==> config.mk <==
export PLATFORM = sky130hd
export DESIGN_NAME = retention_sequencer
export DESIGN_NICKNAME = d
export VERILOG_FILES = /design/src/rtl/retention_sequencer.sv
export SDC_FILE = /design/constraint.sdc
export NUM_CORES = 1
export LEC_CHECK = 0
export ABC_AREA = 1
export BUFFER_PORTS_ARGS = -buffer_cell sky130_fd_sc_hd__buf_2
export CAP_MARGIN = 25
export CORE_MARGIN = 3
export CORE_UTILIZATION = 55
export CTS_BUF_LIST = sky130_fd_sc_hd__clkbuf_4 sky130_fd_sc_hd__clkbuf_8
export DETAILED_ROUTE_END_ITERATION = 8
export GPL_TIMING_DRIVEN = 0
export PLACE_DENSITY_LB_ADDON = 0.12
export SYNTH_ARGS = -nofsm -noshare
export SYNTH_HDL_FRONTEND = slang
export SYNTH_SLANG_ARGS = --single-unit
export TNS_END_PERCENT = 30
==> constraint.sdc <==
create_clock -name clk -period 1.7 [get_ports clk]
set_input_delay 0.34 -clock clk [delete_from_list [all_inputs] [get_ports clk]]
set_output_delay 0.34 -clock clk [all_outputs]
set_load 0.01 [all_outputs]
==> src/rtl/retention_sequencer.sv <==
// Power-down/power-up sequencer for one retention domain: clock gate, save, isolate, switch off, and reverse.
// Optional handshake timeout on the power switch is built when RETN_SEQ_TIMEOUT_EN is defined.
module retention_sequencer #(
    parameter int SAVE_CYCLES    = 2,
    parameter int ISO_SETUP      = 2,
    parameter int RESTORE_CYCLES = 2,
    parameter int TIMEOUT        = 16
) (
    input  logic       clk,
    input  logic       rst_n,
    input  logic       sleep_req,
    input  logic       wake_req,
    input  logic       pwr_good,
    output logic       clk_en,
    output logic       save,
    output logic       restore,
    output logic       iso_en,
    output logic       pwr_off_req,
    output logic       sleep_ack,
    output logic       busy,
    output logic       err,
    output logic [3:0] dbg_state
);

    localparam logic [3:0] S_RUN      = 4'd0;
    localparam logic [3:0] S_STOP_CLK = 4'd1;
    localparam logic [3:0] S_SAVE     = 4'd2;
    localparam logic [3:0] S_ISO      = 4'd3;
    localparam logic [3:0] S_PWR_DN   = 4'd4;
    localparam logic [3:0] S_OFF      = 4'd5;
    localparam logic [3:0] S_PWR_UP   = 4'd6;
    localparam logic [3:0] S_RESTORE  = 4'd7;
    localparam logic [3:0] S_ISO_REL  = 4'd8;

    localparam int MAX_SI  = (SAVE_CYCLES > ISO_SETUP) ? SAVE_CYCLES : ISO_SETUP;
    localparam int MAX_SIR = (MAX_SI > RESTORE_CYCLES) ? MAX_SI : RESTORE_CYCLES;
    localparam int MAX_ALL = (MAX_SIR > TIMEOUT) ? MAX_SIR : TIMEOUT;
    localparam int CW      = $clog2(MAX_ALL + 1);

    localparam logic [CW-1:0] SAVE_LAST    = CW'(SAVE_CYCLES - 1);
    localparam logic [CW-1:0] ISO_LAST     = CW'(ISO_SETUP - 1);
    localparam logic [CW-1:0] RESTORE_LAST = CW'(RESTORE_CYCLES - 1);

    logic [3:0]    r_state;
    logic [3:0]    w_next;
    logic [CW-1:0] r_cnt;
    logic [CW-1:0] w_cnt_next;
    logic          w_cnt_run;
    logic          r_sleep;
    logic          r_wake;
    logic          r_pwr_good;
    logic          r_wake_pend;
    logic          w_wake_pend_next;
    logic          w_down_phase;
    logic          r_clk_en;
    logic          r_save;
    logic          r_restore;
    logic          r_iso_en;
    logic          r_pwr_off_req;
    logic          r_sleep_ack;
    logic          r_busy;

`ifdef RETN_SEQ_TIMEOUT_EN
    localparam logic [CW-1:0] TO_LAST = CW'(TIMEOUT - 1);
    logic w_timeout;
    logic r_err;
`endif

    // Handshake: requests and pwr_good are registered once; every decision uses the registered copies.
    always_comb begin
        w_next = r_state;
`ifdef RETN_SEQ_TIMEOUT_EN
        w_timeout = 1'b0;
`endif
        case (r_state)
            S_RUN:      if (r_sleep && !r_wake) w_next = S_STOP_CLK;
            S_STOP_CLK: w_next = S_SAVE;
            S_SAVE:     if (r_cnt == SAVE_LAST) w_next = S_ISO;
            S_ISO:      if (r_cnt == ISO_LAST) w_next = S_PWR_DN;
            S_PWR_DN: begin
                if (!r_pwr_good) begin
                    w_next = S_OFF;
                end
`ifdef RETN_SEQ_TIMEOUT_EN
                else if (r_cnt == TO_LAST) begin
                    w_next    = S_PWR_UP;
                    w_timeout = 1'b1;
                end
`endif
            end
            S_OFF:      if (r_wake || r_wake_pend) w_next = S_PWR_UP;
            S_PWR_UP: begin
                if (r_pwr_good) begin
                    w_next = S_RESTORE;
                end
`ifdef RETN_SEQ_TIMEOUT_EN
                else if (r_cnt == TO_LAST) begin
                    w_timeout = 1'b1;
                end
`endif
            end
            S_RESTORE:  if (r_cnt == RESTORE_LAST) w_next = S_ISO_REL;
            S_ISO_REL:  w_next = S_RUN;
            default:    w_next = S_RUN;
        endcase
    end

`ifdef RETN_SEQ_TIMEOUT_EN
    assign w_cnt_run = (r_state == S_SAVE) || (r_state == S_ISO) || (r_state == S_RESTORE) ||
                       (r_state == S_PWR_DN) || (r_state == S_PWR_UP);
`else
    assign w_cnt_run = (r_state == S_SAVE) || (r_state == S_ISO) || (r_state == S_RESTORE);
`endif

    // Counter restarts on every state change and saturates so a long wait cannot wrap.
    always_comb begin
        w_cnt_next = r_cnt;
        if (w_next != r_state) begin
            w_cnt_next = '0;
        end else if (w_cnt_run && (r_cnt != {CW{1'b1}})) begin
            w_cnt_next = r_cnt + 1'b1;
        end
    end

    assign w_down_phase = (r_state == S_STOP_CLK) || (r_state == S_SAVE) ||
                          (r_state == S_ISO) || (r_state == S_PWR_DN);

    always_comb begin
        w_wake_pend_next = r_wake_pend;
        if ((w_next == S_PWR_UP) && (r_state != S_PWR_UP)) begin
            w_wake_pend_next = 1'b0;
        end else if (r_wake && w_down_phase) begin
            w_wake_pend_next = 1'b1;
        end
    end

    always_ff @(posedge clk or negedge rst_n) begin
        if (!rst_n) begin
            r_state       <= S_RUN;
            r_cnt         <= '0;
            r_sleep       <= 1'b0;
            r_wake        <= 1'b0;
            r_pwr_good    <= 1'b1;
            r_wake_pend   <= 1'b0;
            r_clk_en      <= 1'b1;
            r_save        <= 1'b0;
            r_restore     <= 1'b0;
            r_iso_en      <= 1'b0;
            r_pwr_off_req <= 1'b0;
            r_sleep_ack   <= 1'b0;
            r_busy        <= 1'b0;
        end else begin
            r_state       <= w_next;
            r_cnt         <= w_cnt_next;
            r_sleep       <= sleep_req;
            r_wake        <= wake_req;
            r_pwr_good    <= pwr_good;
            r_wake_pend   <= w_wake_pend_next;
            r_clk_en      <= (w_next == S_RUN);
            r_save        <= (w_next == S_SAVE);
            r_restore     <= (w_next == S_RESTORE);
            r_iso_en      <= (w_next == S_ISO) || (w_next == S_PWR_DN) || (w_next == S_OFF) ||
                             (w_next == S_PWR_UP) || (w_next == S_RESTORE);
            r_pwr_off_req <= (w_next == S_PWR_DN) || (w_next == S_OFF);
            r_sleep_ack   <= (w_next == S_OFF);
            r_busy        <= (w_next != S_RUN) && (w_next != S_OFF);
        end
    end

`ifdef RETN_SEQ_TIMEOUT_EN
    always_ff @(posedge clk or negedge rst_n) begin
        if (!rst_n) begin
            r_err <= 1'b0;
        end else if (w_timeout) begin
            r_err <= 1'b1;
        end
    end
    assign err = r_err;
`else
    assign err = 1'b0;
`endif

    assign clk_en      = r_clk_en;
    assign save        = r_save;
    assign restore     = r_restore;
    assign iso_en      = r_iso_en;
    assign pwr_off_req = r_pwr_off_req;
    assign sleep_ack   = r_sleep_ack;
    assign busy        = r_busy;
    assign dbg_state   = r_state;

endmodule

==> results of run 1 <==
-- cell usage after synthesis --
cell	number
nand2_1	24
nor2_1	21
dfrtp_1	18
inv_1	17
nand3_1	4
a21oi_1	3
ha_1	3
nand2_2	3
o21ai_0	3
dfstp_2	2
nand3b_1	2
xor2_1	2
a221oi_1	1
buf_4	1
conb_1	1
nand4_1	1
nor2_2	1
nor2_4	1
nor3_2	1
nor3b_2	1
o21ai_2	1
o41ai_1	1
xnor2_1	1
-- stage by stage --
step / setup WS [ns] / TNS [ns] / instance area [um2]
4_1_cts: 0.0121 / 0 / 1110
2_1_floorplan: 0.262 / 0 / 967
3_3_place_gp: 0.0722 / 0 / 1060
5_1_grt: -0.0299 / -0.107 / 1130
3_5_place_dp: 0.0425 / 0 / 1060
6_report: 0.127 / 0 / 1130
-- layout make-up --
cell class	instances	share of cell area [%]
well taps	16	1.77
flip-flops and latches	20	44.6
clock buffers	4	3.22
repair buffers	16	7.54
plain buffers	1	0.665
inverters	17	5.65
multi-input cells	75	36.6
-- metal layers --
metal  global-route usage, %  share of wire [%]  vias up  wire [um]
li1                        -                  -      387          -
met2                    28.5                 49       26        854
met1                    22.6                 44      352        758
met4                    6.45                1.4        0         25
met5                       0                  0        -          0
met3                    3.01                5.4        4         94
-- power by group through the flow --
stage / sequential, mW / clock, mW / combinational [mW]
6_report: 0.701 / 0.272 / 0.963
5_1_grt: 0.725 / 0.296 / 1.09
4_1_cts: 0.699 / 0.274 / 0.917
3_5_place_dp: 0.708 / 0 / 0.911
3_3_place_gp: 0.706 / 0 / 0.889
2_1_floorplan: 0.757 / 0 / 0.609
-- how the worst max path moves through the flow --
stage / from / endpoint / slack (ns) / depth (start not counted)
2_1_floorplan: r_cnt[0]$_DFFE_PN0P_ / r_cnt[1]$_DFFE_PN0P_ / 0.26 / 9
3_3_place_gp: r_cnt[1]$_DFFE_PN0P_ / r_cnt[0]$_DFFE_PN0P_ / 0.07 / 8
3_5_place_dp: r_cnt[1]$_DFFE_PN0P_ / r_cnt[0]$_DFFE_PN0P_ / 0.04 / 8
4_1_cts: r_cnt[1]$_DFFE_PN0P_ / r_cnt[0]$_DFFE_PN0P_ / 0.01 / 8
5_1_grt: r_cnt[1]$_DFFE_PN0P_ / r_cnt[0]$_DFFE_PN0P_ / -0.03 / 10
6_report: r_cnt[1]$_DFFE_PN0P_ / r_cnt[0]$_DFFE_PN0P_ / 0.13 / 10
-- worst register-to-register path, delay by kind of cell, from the launching register on --
kind            cells  cell delay, ns
compound gates      1            0.25
buf+inv             2            0.19
simple gates        6            0.52
flops               1            0.41
fa+ha+maj           1            0.14
-- flip-flops by register name (all words and copies together), names as in the netlist --
signal,cells
r_wake,1
pwr_off_req,1
r_cnt,5
sleep_ack,1
busy,1
iso_en,1
clk_en,1
r_sleep,1
save,1
r_wake_pend,1
dbg_state,4
r_pwr_good,1
restore,1
-- cell families (layout without fill, tap and decap cells) --
kind of cell / after synthesis / in the layout / share of synthesized area, %
simple gates: 59 / 59 / 27.8
flops: 20 / 20 / 52.0
buf+inv: 18 / 38 / 7.37
compound gates: 9 / 9 / 5.82
fa+ha+maj: 3 / 3 / 3.88
xor+xnor: 3 / 3 / 2.72
other cells: 1 / 1 / 0.388
-- what timing repair did --
action                     4_1_cts  5_1_grt
hold buffers                     1        0
buffers inserted                 0        0
hold endpoints to repair        18        0
gates resized for setup          0        4
setup endpoints to repair        0        9
==> results.tsv, run 1 <==
metric	value	unit
I/O pin cnt	17	
CP Data Required Time	1.94	ns
Worst Hold Class	input port to flip-flop	
max-slew violation count	0	
peak supply drop	0.00119	V
Post-Route Utilization	71.6	%
post-synthesis sequential area ratio	52.0	%
Internal	1.10	mW
Psw	839	uW
startpoint types	flip-flop	
fin crit period	1.57	ns
first-pass GRT wire length	2810	um
vias post-DR	769	
Max clock buf depth	2	
placed insts	144	
DP Wirelength	1290	um
PD cells	1720	nW/um2
Vias per Instance	5.16	
final wirelength	1730	um
GP Congestion	0.871	
ranking of synthesized cells by area	dfrtp_1, nand2_1, nor2_1, inv_1, dfstp_2	
area leader, netlist	dfrtp_1	
Worst path top cell family by delay	simple AND/OR/NAND/NOR gates	
Post-Layout Cell Count	149	
Skew-Pair Late Insertion Delay	0.30	ns
Fin. Hold Viols	0	
share of cells above drive strength 1	24.8	%
Mapped Area	967	um2
Buffers & Inverters on Critical Path	2	
Yosys warning total	0	
most used cell, CP	nand2_1	
Detailed Routing Iterations Pass 1	4	
largest net degree at the start of global routing	21	
GRT Total Usage	17.3	%
RR Endpoint	r_cnt[0]$_DFFE_PN0P_	
Starting DRT DRC Count	6	
syn avg cell area	8.56	um2
root buffer cell	clkbuf_4	
top-area cell type share of the netlist area	46.6	%
GRT overflow	0	
FF+latch count, synth	20	
cell count of the worst reg-to-reg path	10	
Multi-input gate area	413	um2
Die ar.	2300	um2
worst-path maximum fanout	5	
Synth-to-Final Area Change	16.7	%
crit path DAT	1.81	ns
# diodes	0	
Die W	47.9	um
row cnt	14	
Chip Height	47.9	um
drt wl/cell	11.6	um
CP peak stage delay	0.41	ns
Worst Hold End	r_pwr_good$_DFF_PN1_	
register area	503	um2
worst-path cell with the longest stage delay	dfrtp_1	
initial antenna violation count	0	
max cap viols	0	
Leak	0.597	nW
final worst path period share	92.5	%
Clock Skew	0.00293	ns
Setup CP Type	flip-flop to flip-flop	
crit path cell chain	inv_1 -> ha_1 -> nand2_1 -> o21ai_2 -> nand2_1 -> inv_1 -> nand3_1 -> nand2_1 -> nand2_2 -> nor2_1	
# fillers	126	
clock transition at the registers of the reported paths	0.11	ns
status	finished, final reports clean	
commonest non-fill, non-tap cell in the layout	nand2_1	
Final setup viols	0	
sw frac	43.4	%
synthesized instance count	113	
Core Footprint	1580	um2
Hold Crit Depth	1	
final hold slack	0.125	ns
H-tree Lvls	1	
port buffer count	15	
hold_sp	pwr_good	
total power	1.94	mW
TritonCTS Buffers	3	
Synth cell types	23	
CTS sink cnt	20	
vias in the first global route	691	
# nets final	142	
nature of the critical path endpoint	flip-flop	
part of the power in registers	36.2	%
syn nets	121	
CTS tree	done	
Clk pwr share	14.0	%
ANT nets after route	0	
initial core utilization	61.3	%
worst r2r src	r_cnt[1]$_DFFE_PN0P_	
commonest non-fill, non-tap cells in the layout	nand2_1, nor2_1, dfrtp_1	
residual DRC count	0	
fmax	636	MHz
reg-to-reg slack, setup	0.13	ns
combinational power share	49.8	%
(Power assumes the default switching activity.)
==> inputs of run 2 (changes only) <==
GPL_TIMING_DRIVEN = unset   (was 0)
==> run 2 against run 1 <==
Global-route usage rose by 2.1 points. Non-clock buffer count unchanged. Hold slack worse by 0.0013 ns. Critical path depth fell by 1. Critical path type unchanged. Largest cell class unchanged.
==> results.tsv, run 2 (synthesis results as in run 1) <==
metric	value	unit	change
status	finished, final reports clean		unchanged
PD cells	1760	nW/um2	was 1720 nW/um2
residual DRC count	0		unchanged
combinational power share	50.2	%	was 49.8%
vias in the first global route	708		was 691
sw frac	43.8	%	was 43.4%
root buffer cell	clkbuf_4		unchanged
H-tree Lvls	1		unchanged
Hold Crit Depth	1		unchanged
setup slack after layout	0.122	ns	was 0.127 ns
GRT Total Usage	19.4	%	was 17.3%
max-slew violation count	0		unchanged
Setup CP Type	flip-flop to flip-flop		unchanged
share of cells above drive strength 1	27.8	%	was 24.8%
Detailed Routing Iterations Pass 1	4		unchanged
fmax	634	MHz	was 636 MHz
crit path DAT	1.82	ns	was 1.81 ns
Skew-Pair Late Insertion Delay	0.31	ns	was 0.30 ns
I/O pin cnt	17		unchanged
cell count of the worst reg-to-reg path	9		was 10
row cnt	14		unchanged
Max clock buf depth	2		unchanged
DP Wirelength	1330	um	was 1290 um
Leak	0.590	nW	was 0.597 nW
worst-path maximum fanout	6		was 5
GRT overflow	0		unchanged
# fillers	124		was 126
total power	2.00	mW	was 1.94 mW
Worst path top cell family by delay	simple AND/OR/NAND/NOR gates		unchanged
Chip Height	47.9	um	unchanged
max reg flops	5		unchanged
peak supply drop	0.00132	V	was 0.00119 V
part of the power in registers	35.9	%	was 36.2%
initial antenna violation count	0		unchanged
GP Congestion	0.826		was 0.871
# nets final	142		unchanged
CP peak stage delay	0.46	ns	was 0.41 ns
Clk pwr share	13.9	%	was 14.0%
fin crit period	1.58	ns	was 1.57 ns
CTS tree	done		unchanged
nature of the critical path endpoint	flip-flop		unchanged
Final setup viols	0		unchanged
commonest non-fill, non-tap cells in the layout	nand2_1, nor2_1, dfrtp_1		unchanged
final worst path period share	92.8	%	was 92.5%
startpoint types	flip-flop		unchanged
final wirelength	1900	um	was 1730 um
Biggest register	r_cnt		unchanged
largest net degree at the start of global routing	21		unchanged
Fin. Hold Viols	0		unchanged
Core Footprint	1580	um2	unchanged
Buffers & Inverters on Critical Path	3		was 2
initial core utilization	61.3	%	unchanged
Die ar.	2300	um2	unchanged
Synth-to-Final Area Change	17.2	%	was 16.7%
Worst Hold Class	input port to flip-flop		unchanged
clock transition at the registers of the reported paths	0.10	ns	was 0.11 ns
TritonCTS Buffers	3		unchanged
Starting DRT DRC Count	30		was 6
crit path cell chain	inv_1 -> nand2_1 -> nor2_1 -> nor2_1 -> nor2_4 -> inv_1 -> o21ai_1 -> inv_1 -> nor2_1		was inv_1 -> ha_1 -> nand2_1 -> o21ai_2 -> nand2_1 -> inv_1 -> nand3_1 -> nand2_1 -> nand2_2 -> nor2_1
worst slack, placed	0.0934	ns	was 0.0425 ns
Clock Skew	0.00625	ns	was 0.00293 ns
vias post-DR	805		was 769
first-pass GRT wire length	3030	um	was 2810 um
drt wl/cell	12.7	um	was 11.6 um
Die W	47.9	um	unchanged
CTS sink cnt	20		unchanged
Post-CTS Setup Repair Bufs	0		unchanged
commonest non-fill, non-tap cell in the layout	nand2_1		unchanged
WP depth	9		was 10
worst-path cell with the longest stage delay	dfrtp_1		unchanged
CP Data Required Time	1.94	ns	about the same
# diodes	0		unchanged
ANT nets after route	0		unchanged
Internal	1.12	mW	was 1.10 mW
max cap viols	0		unchanged
port buffer count	15		unchanged
Vias per Instance	5.40		was 5.16
Psw	874	uW	was 839 uW
==> run 2: metrics by stage <==
stage,instances,util [%],cell area (um2),hold slack (ns),TNS [ns]
final,149,71.9,1130,0.124,0
after CTS,149,70.3,1110,0.122,0
after global routing,149,71.9,1130,0.108,-0.00229
after floorplan,113,-,967,0.0444,0
after global placement,144,67.4,1060,0.297,0
after detailed placement,144,67.4,1060,0.308,0
==> run 2: power by group through the flow <==
| stage | sequential (mW) | combinational (mW) | clock (mW) |
|---|---|---|---|
| final | 0.716 | 1.00 | 0.277 |
| after CTS | 0.706 | 0.947 | 0.277 |
| after global placement | 0.709 | 0.914 | 0 |
| after detailed placement | 0.714 | 0.936 | 0 |
| after floorplan | 0.757 | 0.609 | 0 |
| after global routing | 0.735 | 1.13 | 0.300 |
==> run 2: path summary, 6_finish.rpt <==
check | from | slack (ns) | endpoint
min in group asynchronous | rst_n | 0.48 | save$_DFF_PN0_
hold reg to reg | dbg_state[3]$_DFF_PN0_ | 0.58 | dbg_state[3]$_DFF_PN0_
setup reg to reg | dbg_state[0]$_DFF_PN0_ | 0.12 | r_cnt[1]$_DFFE_PN0P_
max in group asynchronous | rst_n | 0.88 | r_pwr_good$_DFF_PN1_
setup / recovery | dbg_state[0]$_DFF_PN0_ | 0.12 | r_cnt[1]$_DFFE_PN0P_
hold / removal | pwr_good | 0.12 | r_pwr_good$_DFF_PN1_
==> run 2: layout make-up <==
| cell class | count | area (um2) | share of cell area [%] |
|---|---|---|---|
| flip-flops and latches | 20 | 504 | 44.5 |
| inverters | 17 | 63.8 | 5.63 |
| multi-input cells | 75 | 417 | 36.8 |
| repair buffers | 17 | 92.6 | 8.17 |
| well taps | 16 | 20.0 | 1.77 |
| clock buffers | 4 | 36.3 | 3.20 |
==> run 2: routing by layer <==
metal | share of wire (%) | vias up | track usage [%] | wire, um
met1 | 42 | 366 | 25.4 | 788
met2 | 47 | 48 | 28.5 | 889
met3 | 9.9 | 5 | 6.39 | 187
li1 | - | 386 | - | -
met4 | 1.6 | 0 | 10.2 | 31
met5 | 0 | - | 0 | 0
==> run 2: what timing repair did <==
action | in CTS | in global routing
endpoints found under the hold margin | 18 | 0
hold buffers | 1 | 0
endpoints found under the setup margin | 0 | 7
gates resized for setup | 0 | 9
==> run 2: worst reg2reg max path, delay by kind of cell (launching register included) <==
family / cells / cell delay, ns
AOI/OAI and AO/OA: 1 / 0.12
buffers and inverters: 3 / 0.28
DFF: 1 / 0.46
and+or+nand+nor: 5 / 0.66
